==> config.mk <==
export PLATFORM = sky130hd
export DESIGN_NAME = id_issue_ctrl_flat
export DESIGN_NICKNAME = d
export VERILOG_FILES = /design/src/rtl/id_issue_ctrl_pkg.sv /design/src/rtl/id_issue_ctrl_if.sv /design/src/rtl/id_issue_ctrl_fifo.sv /design/src/rtl/id_issue_ctrl.sv /design/src/flat_wrapper.sv
export SDC_FILE = /design/constraint.sdc
export NUM_CORES = 1
export LEC_CHECK = 0
export CAP_MARGIN = 10
export CORE_ASPECT_RATIO = 0.8
export CORE_MARGIN = 1
export CORE_UTILIZATION = 49
export CTS_BUF_LIST = sky130_fd_sc_hd__clkbuf_16
export CTS_CLUSTER_SIZE = 40
export DETAILED_ROUTE_END_ITERATION = 10
export PLACE_DENSITY = 0.79
export REMOVE_ABC_BUFFERS = 1
export SYNTH_ARGS = -nofsm -noshare
export SYNTH_HDL_FRONTEND = slang
export SYNTH_SLANG_ARGS = --single-unit
==> constraint.sdc <==
create_clock -name clk -period 33.5 [get_ports clk]
set_input_delay 5.025 -clock clk [delete_from_list [all_inputs] [get_ports clk]]
set_output_delay 5.025 -clock clk [all_outputs]
set_load 0.1 [all_outputs]
==> src/rtl/id_issue_ctrl_pkg.sv <==
// Shared definitions for the ID issue stage.
// Holds the decoded-bundle field offsets, the opcode constants used by
// decode, the x0 index, and the per-entry metadata and scoreboard types.
package id_issue_ctrl_pkg;

    localparam logic [4:0] X0 = 5'd0;

    // Major opcodes shared with the decoder
    localparam logic [6:0] OP_LOAD   = 7'b0000011;
    localparam logic [6:0] OP_STORE  = 7'b0100011;
    localparam logic [6:0] OP_BRANCH = 7'b1100011;

    // Field offsets inside the opaque decoded bundle
    localparam int BF_PC_LSB     = 0;
    localparam int BF_IMM_LSB    = 32;
    localparam int BF_ALU_SEL_LSB = 64;
    localparam int BF_WB_SEL_LSB = 72;

    // Hazard-relevant fields that travel with each bundle
    typedef struct packed {
        logic [4:0] rs1;
        logic [4:0] rs2;
        logic       use_rs1;
        logic       use_rs2;
        logic [4:0] rd;
        logic       is_load;
        logic       halt;
    } meta_t;

    typedef struct packed {
        logic       v;
        logic [4:0] rd;
    } sb_ent_t;

    // True when the instruction actually reads register r (x0 never counts)
    function automatic logic reads_reg(meta_t m, logic [4:0] r);
        return (r != X0) && ((m.use_rs1 && m.rs1 == r) || (m.use_rs2 && m.rs2 == r));
    endfunction

endpackage

==> src/rtl/id_issue_ctrl_if.sv <==
// Decode -> issue -> EX handshake bundle.
// slave  : the issue stage (consumes decoder inputs, drives EX side)
// master : the environment (decoder + EX + redirect source)
interface id_issue_ctrl_if #(
    parameter int BUNDLE_W = 96,
    parameter int CNT_W    = 16
) ();
    logic                in_valid;
    logic                in_ready;
    logic [BUNDLE_W-1:0] in_bundle;
    logic [4:0]          in_rs1;
    logic [4:0]          in_rs2;
    logic                in_use_rs1;
    logic                in_use_rs2;
    logic [4:0]          in_rd;
    logic                in_is_load;
    logic                in_halt;
    logic                out_valid;
    logic                out_ready;
    logic [BUNDLE_W-1:0] out_bundle;
    logic                out_halt;
    logic                flush;
    logic [CNT_W-1:0]    stall_cnt;

    modport slave (
        input  in_valid, in_bundle, in_rs1, in_rs2, in_use_rs1, in_use_rs2,
               in_rd, in_is_load, in_halt, out_ready, flush,
        output in_ready, out_valid, out_bundle, out_halt, stall_cnt
    );

    modport master (
        output in_valid, in_bundle, in_rs1, in_rs2, in_use_rs1, in_use_rs2,
               in_rd, in_is_load, in_halt, out_ready, flush,
        input  in_ready, out_valid, out_bundle, out_halt, stall_cnt
    );
endinterface

==> src/rtl/id_issue_ctrl_fifo.sv <==
// issue_fifo: small synchronous FIFO with registered-pointer full/empty.
// Ports: clk/rst (sync, active high), i_clear (drop all entries),
// i_push/i_wdata, i_pop/o_rdata (head, combinational read),
// o_full, o_empty, o_count.
module issue_fifo #(
    parameter int DEPTH = 2,
    parameter int WIDTH = 8
) (
    input  logic                     clk,
    input  logic                     rst,
    input  logic                     i_clear,
    input  logic                     i_push,
    input  logic [WIDTH-1:0]         i_wdata,
    input  logic                     i_pop,
    output logic [WIDTH-1:0]         o_rdata,
    output logic                     o_full,
    output logic                     o_empty,
    output logic [$clog2(DEPTH):0]   o_count
);
    localparam int AW = $clog2(DEPTH);
    localparam int PW = AW + 1;

    logic [WIDTH-1:0] r_mem [DEPTH];
    logic [PW-1:0]    r_wptr;
    logic [PW-1:0]    r_rptr;
    logic             w_do_push;
    logic             w_do_pop;

    // Wrap bit differs and index matches -> full
    assign o_empty  = (r_wptr == r_rptr);
    assign o_full   = (r_wptr[AW] != r_rptr[AW]) && (r_wptr[AW-1:0] == r_rptr[AW-1:0]);
    assign o_count  = r_wptr - r_rptr;
    assign o_rdata  = r_mem[r_rptr[AW-1:0]];
    assign w_do_push = i_push && !o_full;
    assign w_do_pop  = i_pop && !o_empty;

    always_ff @(posedge clk) begin
        if (rst || i_clear) begin
            r_wptr <= '0;
            r_rptr <= '0;
        end else begin
            if (w_do_push) r_wptr <= r_wptr + PW'(1);
            if (w_do_pop)  r_rptr <= r_rptr + PW'(1);
        end
    end

    always_ff @(posedge clk) begin
        if (w_do_push) r_mem[r_wptr[AW-1:0]] <= i_wdata;
    end
endmodule

==> src/rtl/id_issue_ctrl.sv <==
// id_issue_ctrl: issue stage between decode and the ID/EX register.
// Buffers decoded bundles, inserts bubbles for load-use hazards against
// loads still inside the LOAD_LAT window, squashes on flush and latches halt.
// Ports: clk, rst (sync, active high), bus (id_issue_ctrl_if.slave):
//   in_*      decoder side valid/ready + bundle and hazard metadata
//   out_*     ID/EX register valid/ready + bundle, sticky out_halt
//   flush     redirect from EX, stall_cnt saturating bubble counter
module id_issue_ctrl
    import id_issue_ctrl_pkg::*;
#(
    parameter int BUNDLE_W = 96,
    parameter int DEPTH    = 2,
    parameter int LOAD_LAT = 1,
    parameter int CNT_W    = 16
) (
    input  logic           clk,
    input  logic           rst,
    id_issue_ctrl_if.slave bus
);
    localparam int ENT_W = BUNDLE_W + $bits(meta_t);
    localparam int CW    = $clog2(DEPTH) + 1;
    localparam logic [CW-1:0] FIFO_MAX = CW'(DEPTH);

    logic                r_out_valid;
    logic [BUNDLE_W-1:0] r_out_bundle;
    logic                r_halt;
    logic [CNT_W-1:0]    r_stall;
    sb_ent_t [LOAD_LAT-1:0] r_sb;   // [0] = ID/EX occupant, older loads above

    meta_t               w_in_meta;
    meta_t               w_head;
    logic [BUNDLE_W-1:0] w_head_bundle;
    logic [ENT_W-1:0]    w_wdata;
    logic [ENT_W-1:0]    w_rdata;
    logic                w_full;
    logic                w_empty;
    logic [CW-1:0]       w_count;
    logic                w_in_ready;
    logic                w_push;
    logic                w_adv;
    logic                w_hazard;
    logic                w_issue;

    assign w_in_meta = '{rs1: bus.in_rs1, rs2: bus.in_rs2,
                         use_rs1: bus.in_use_rs1, use_rs2: bus.in_use_rs2,
                         rd: bus.in_rd, is_load: bus.in_is_load, halt: bus.in_halt};
    assign w_wdata   = {bus.in_bundle, w_in_meta};
    assign {w_head_bundle, w_head} = w_rdata;

    // in_ready reflects the registered full flag; a same-cycle pop does not
    // open a slot for the push. Pushes during a flush are discarded.
    assign w_in_ready = !w_full && !r_halt;
    assign w_push     = bus.in_valid && w_in_ready && !bus.flush;

    issue_fifo #(.DEPTH(DEPTH), .WIDTH(ENT_W)) u_fifo (
        .clk     (clk),
        .rst     (rst),
        .i_clear (bus.flush),
        .i_push  (w_push),
        .i_wdata (w_wdata),
        .i_pop   (w_issue),
        .o_rdata (w_rdata),
        .o_full  (w_full),
        .o_empty (w_empty),
        .o_count (w_count)
    );

    always_comb begin
        w_hazard = 1'b0;
        if (!w_empty) begin
            for (int i = 0; i < LOAD_LAT; i++) begin
                if (r_sb[i].v && reads_reg(w_head, r_sb[i].rd)) w_hazard = 1'b1;
            end
        end
    end

    assign w_adv   = bus.out_ready || !r_out_valid;
    // Nothing behind a halting bundle is ever issued
    assign w_issue = w_adv && !w_empty && !w_hazard && !bus.flush && !r_halt;

    always_ff @(posedge clk) begin
        if (rst) begin
            r_out_valid  <= 1'b0;
            r_out_bundle <= '0;
            r_sb         <= '0;
            r_halt       <= 1'b0;
            r_stall      <= '0;
        end else begin
            if (w_adv) begin
                r_out_valid <= w_issue;
                if (w_issue) r_out_bundle <= w_head_bundle;
                for (int i = LOAD_LAT - 1; i >= 1; i--) r_sb[i] <= r_sb[i-1];
                r_sb[0] <= '{v: w_issue && w_head.is_load && (w_head.rd != X0),
                             rd: w_head.rd};
                if (w_hazard && (r_stall != {CNT_W{1'b1}})) r_stall <= r_stall + CNT_W'(1);
            end
            // Flush kills the ID/EX occupant; older in-flight loads keep aging
            if (bus.flush) begin
                r_out_valid <= 1'b0;
                r_sb[0].v   <= 1'b0;
            end
            if (w_issue && w_head.halt) r_halt <= 1'b1;
        end
    end

    always_ff @(posedge clk) begin
        if (!rst) assert (w_count <= FIFO_MAX);
    end

    assign bus.in_ready   = w_in_ready;
    assign bus.out_valid  = r_out_valid;
    assign bus.out_bundle = r_out_bundle;
    assign bus.out_halt   = r_halt;
    assign bus.stall_cnt  = r_stall;
endmodule

==> src/flat_wrapper.sv <==
// flat-port wrapper written by rule: the top's interface ports become plain ports
module id_issue_ctrl_flat import id_issue_ctrl_pkg::*;
#(
    parameter int BUNDLE_W = 96,
    parameter int DEPTH    = 2,
    parameter int LOAD_LAT = 1,
    parameter int CNT_W    = 16
)
  (clk, rst, bus_in_valid, bus_in_bundle, bus_in_rs1, bus_in_rs2, bus_in_use_rs1, bus_in_use_rs2, bus_in_rd, bus_in_is_load, bus_in_halt, bus_out_ready, bus_flush, bus_in_ready, bus_out_valid, bus_out_bundle, bus_out_halt, bus_stall_cnt);
  id_issue_ctrl_if #(.BUNDLE_W(BUNDLE_W), .CNT_W(CNT_W)) bus_i ();
  input  logic clk;
  input  logic rst;
  input wire logic [$bits(bus_i.in_valid)-1:0] bus_in_valid;
  input wire logic [$bits(bus_i.in_bundle)-1:0] bus_in_bundle;
  input wire logic [$bits(bus_i.in_rs1)-1:0] bus_in_rs1;
  input wire logic [$bits(bus_i.in_rs2)-1:0] bus_in_rs2;
  input wire logic [$bits(bus_i.in_use_rs1)-1:0] bus_in_use_rs1;
  input wire logic [$bits(bus_i.in_use_rs2)-1:0] bus_in_use_rs2;
  input wire logic [$bits(bus_i.in_rd)-1:0] bus_in_rd;
  input wire logic [$bits(bus_i.in_is_load)-1:0] bus_in_is_load;
  input wire logic [$bits(bus_i.in_halt)-1:0] bus_in_halt;
  input wire logic [$bits(bus_i.out_ready)-1:0] bus_out_ready;
  input wire logic [$bits(bus_i.flush)-1:0] bus_flush;
  output wire logic [$bits(bus_i.in_ready)-1:0] bus_in_ready;
  output wire logic [$bits(bus_i.out_valid)-1:0] bus_out_valid;
  output wire logic [$bits(bus_i.out_bundle)-1:0] bus_out_bundle;
  output wire logic [$bits(bus_i.out_halt)-1:0] bus_out_halt;
  output wire logic [$bits(bus_i.stall_cnt)-1:0] bus_stall_cnt;
  assign bus_i.in_valid = bus_in_valid;
  assign bus_i.in_bundle = bus_in_bundle;
  assign bus_i.in_rs1 = bus_in_rs1;
  assign bus_i.in_rs2 = bus_in_rs2;
  assign bus_i.in_use_rs1 = bus_in_use_rs1;
  assign bus_i.in_use_rs2 = bus_in_use_rs2;
  assign bus_i.in_rd = bus_in_rd;
  assign bus_i.in_is_load = bus_in_is_load;
  assign bus_i.in_halt = bus_in_halt;
  assign bus_i.out_ready = bus_out_ready;
  assign bus_i.flush = bus_flush;
  assign bus_in_ready = bus_i.in_ready;
  assign bus_out_valid = bus_i.out_valid;
  assign bus_out_bundle = bus_i.out_bundle;
  assign bus_out_halt = bus_i.out_halt;
  assign bus_stall_cnt = bus_i.stall_cnt;
  id_issue_ctrl #(.BUNDLE_W(BUNDLE_W), .DEPTH(DEPTH), .LOAD_LAT(LOAD_LAT), .CNT_W(CNT_W)) u_core (.clk(clk), .rst(rst), .bus(bus_i));
endmodule
==> results.md <==
* Run status: completed
* WL final at 26.71 mm
* Synth Register Bits at 355
* Final hold vios at 0
* Unrepaired setup endpoints after global routing: no
* Fin crit share at 22.50%
* Share of the yosys chip area belonging to registers at 70.54%
* Layout Utilization at 63.95%
* Slew HR at 29.11%
* Via total after detailed routing at 7626
* Top_reg_cell synth: edfxtp_1
* Syn_area_per_cell at 15.64 um2
* Routability cong. at 0.7374
* Footprint of the multi-input gates at 3612 um2
* Pin slew with the least headroom to its limit at 1060 ps
* Asr flop ratio synth at 0%
* # fillers at 1924
* Core ar. at 26530 um2
* Post-CTS Resized at 0
* Syn Inst Count at 853
* Worst clock skew at 13.85 ps
* Antenna Nets Post-Route at 0
* CP max stage delay at 840 ps
* WL/cell at 18.26 um
* DR WL met2 at 12.50 mm
* WS Path Type: input port to register
* Max H-tree Level at 2
* Power density over the cells at 57.29 nW/um2
* Initial antenna violation count at 2
* Fmax at 0.1327 GHz
* Pins Over Slew Limit at 0
* CTS sink count at 355
* Most common cell in the netlist: edfxtp_1
* DP Wirelength at 16.19 mm
* Crit path launch type: input port
* Die ar. at 27890 um2
* CTS tree: done
* Share of layout cells above drive strength 1 at 14.83%
* DRT iter0 DRCs at 374
* Final min period at 7537 ps
* Highest routed layer: met4
* Synth top area share at 51.78%
* Slowest CP cell: buf_4
* DRT met1 WL at 11.62 mm
* Worst setup EP type: register
* CP arrival at 7940 ps
* I/O pins at 235
* Number of max-cap violations at 0
* Synth cell types at 46
* Largest net degree at the start of global routing at 82
* # diodes at 0
* Post-synth top area cell: edfxtp_1
* Mean number of vias per cell at 5.213
* Top post-synthesis cells by area: edfxtp_1, dfxtp_1, a211oi_2
* Setup-failing EPs final at 0
* Hold Crit Class: register to register
* Die Ht at 149.6 um
* Worst Setup SP: bus_flush
* Yosys warnings at 0
* Synth top cells by count: edfxtp_1, nor2_1, dfxtp_1
* Vias in the first global route at 7818
* Starting Density at 50.29%
* PortBufs at 234
* Clock buffer count from CTS at 36
* Storage cell area at 9413 um2
* First-pass GRT wire length at 41.77 mm
* Mapped Area at 13340 um2
* Number of synthesized flops with an enable pin at 230
* GRT Total Usage at 18.95%
* Crit path max fanout at 71
* Hold buffers post-CTS at 0
* GR Overflow Total at 0
* Cell chain of the critical path: clkdlybuf4s50_1, nor4_1, and3_4, buf_4, nor2_1, a211oi_2
* # Post-CTS Setup Buffers at 0
* Clock tree buffer depth at 3
* Met3 routed WL at 2.223 mm
* Leakage power at 5.330 nW
* Min-Delay Startpoint: u_core.bus.out_bundle[10]
* Clk root buf: clkbuf_16
* Clock transition at path regs at 60 ps
* Die W at 186.5 um
* Area delta synth->final at 27.17%
* Sum of negative setup slack at 0 ps
* Row count at 53
* Post-route DRC at 0
* Fin nets at 1201
* Clock latency on the worst-skew pair at 500 ps
* Pre-antenna DRT Iters at 5
* Worst vdd ir at 0.00003384 V
* Worst path required time at 33910 ps
where the power goes:
group / switching [mW] / internal [mW] / total (mW)
registers: 0.00716 / 0.484 / 0.491
clock network: 0.154 / 0.207 / 0.360
logic: 0.0840 / 0.0368 / 0.121
cell families after synthesis:
kind of cell | after synthesis | synth area share (%)
xor+xnor | 21 | 1.379
mux | 115 | 8.676
flops | 355 | 70.54
compound gates | 131 | 11.17
simple gates | 171 | 5.647
buf+inv | 59 | 2.495
fa+ha+maj | 1 | 0.09378
state kept, by name, indices dropped and copies added (netlist names), named ones only:
signal	count
u_core.bus.out_valid	1
u_core.bus.stall_cnt	16
u_core.r_sb	6
u_core.u_fifo.r_wptr	2
u_core.u_fifo.r_mem	230
u_core.bus.out_halt	1
u_core.u_fifo.r_rptr	2
u_core.bus.out_bundle	96
worst max-delay path, delay by kind of cell:
kind                   cells  cell delay, ps
AOI/OAI and AO/OA          1             240
buffers and inverters      2            1320
and+or+nand+nor            3            1260
metal layers:
| metal | vias up | track usage [%] |
|---|---|---|
| li1 | 3653 | - |
| met1 | 3721 | 24.39 |
| met2 | 219 | 31.18 |
| met3 | 33 | 6.309 |
| met4 | 0 | 4.344 |
| met5 | - | 0 |
metrics by stage:
step / hold slack, ps / std cells / setup WS [ps] / power (mW) / area (um2)
after floorplan: 474.1 / 799 / 19150 / 0.5845 / 13030
after global placement: 508.5 / 1399 / 25600 / 0.6184 / 15900
after CTS: 533.1 / 1463 / 25950 / 0.9827 / 16960
after detailed placement: 520.7 / 1399 / 25430 / 0.6212 / 15900
after global routing: 545.6 / 1463 / 25760 / 1.005 / 16960
final: 529.0 / 1463 / 25960 / 0.9719 / 16960
final cells by class:
| type | count | share of cell area (%) |
|---|---|---|
| Inverter | 5 | 0.1106 |
| Timing Repair Buffer | 243 | 14.21 |
| Clock buffer | 37 | 5.458 |
| Sequential cell | 355 | 55.49 |
| Clock inverter | 27 | 0.8040 |
| Tap cell | 357 | 2.633 |
| Multi-Input combinational cell | 439 | 21.29 |
path summary, 6_finish.rpt:
kind / endpoint / slack, ps / depth (start not counted)
min reg2reg: u_core.bus.out_bundle[10] / 530 / 2
min: u_core.bus.out_bundle[10] / 530 / 2
max: u_core.bus.out_bundle[43] / 25960 / 6
max reg2reg: u_core.bus.out_bundle[43] / 29110 / 9
cells in the final DEF (no fill, tap or decap), types with 2 or more instances in the layout:
cell type | netlist | routed
nand3_1 | 8 | 8
clkinv_2 | 0 | 3
o211ai_1 | 3 | 3
nand2b_1 | 2 | 2
and4_1 | 3 | 3
xor2_1 | 3 | 3
mux2i_1 | 110 | 110
a41o_1 | 2 | 2
mux2_2 | 5 | 5
a211oi_2 | 96 | 96
nor2b_1 | 5 | 5
o32ai_1 | 2 | 2
a211oi_1 | 6 | 6
buf_4 | 0 | 9
nor4_1 | 2 | 2
nand4_1 | 2 | 2
nand2_1 | 9 | 9
nor2_1 | 127 | 127
edfxtp_1 | 230 | 230
o21ai_0 | 3 | 3
a2111oi_1 | 5 | 5
xnor2_1 | 18 | 18
clkinv_1 | 0 | 10
nand3b_1 | 2 | 2
or4_1 | 3 | 3
clkdlybuf4s50_1 | 0 | 233
inv_1 | 5 | 17
clkbuf_16 | 0 | 37
dfxtp_1 | 125 | 124
a21oi_1 | 5 | 5
No activity file was read; power rests on OpenSTA's default activity.
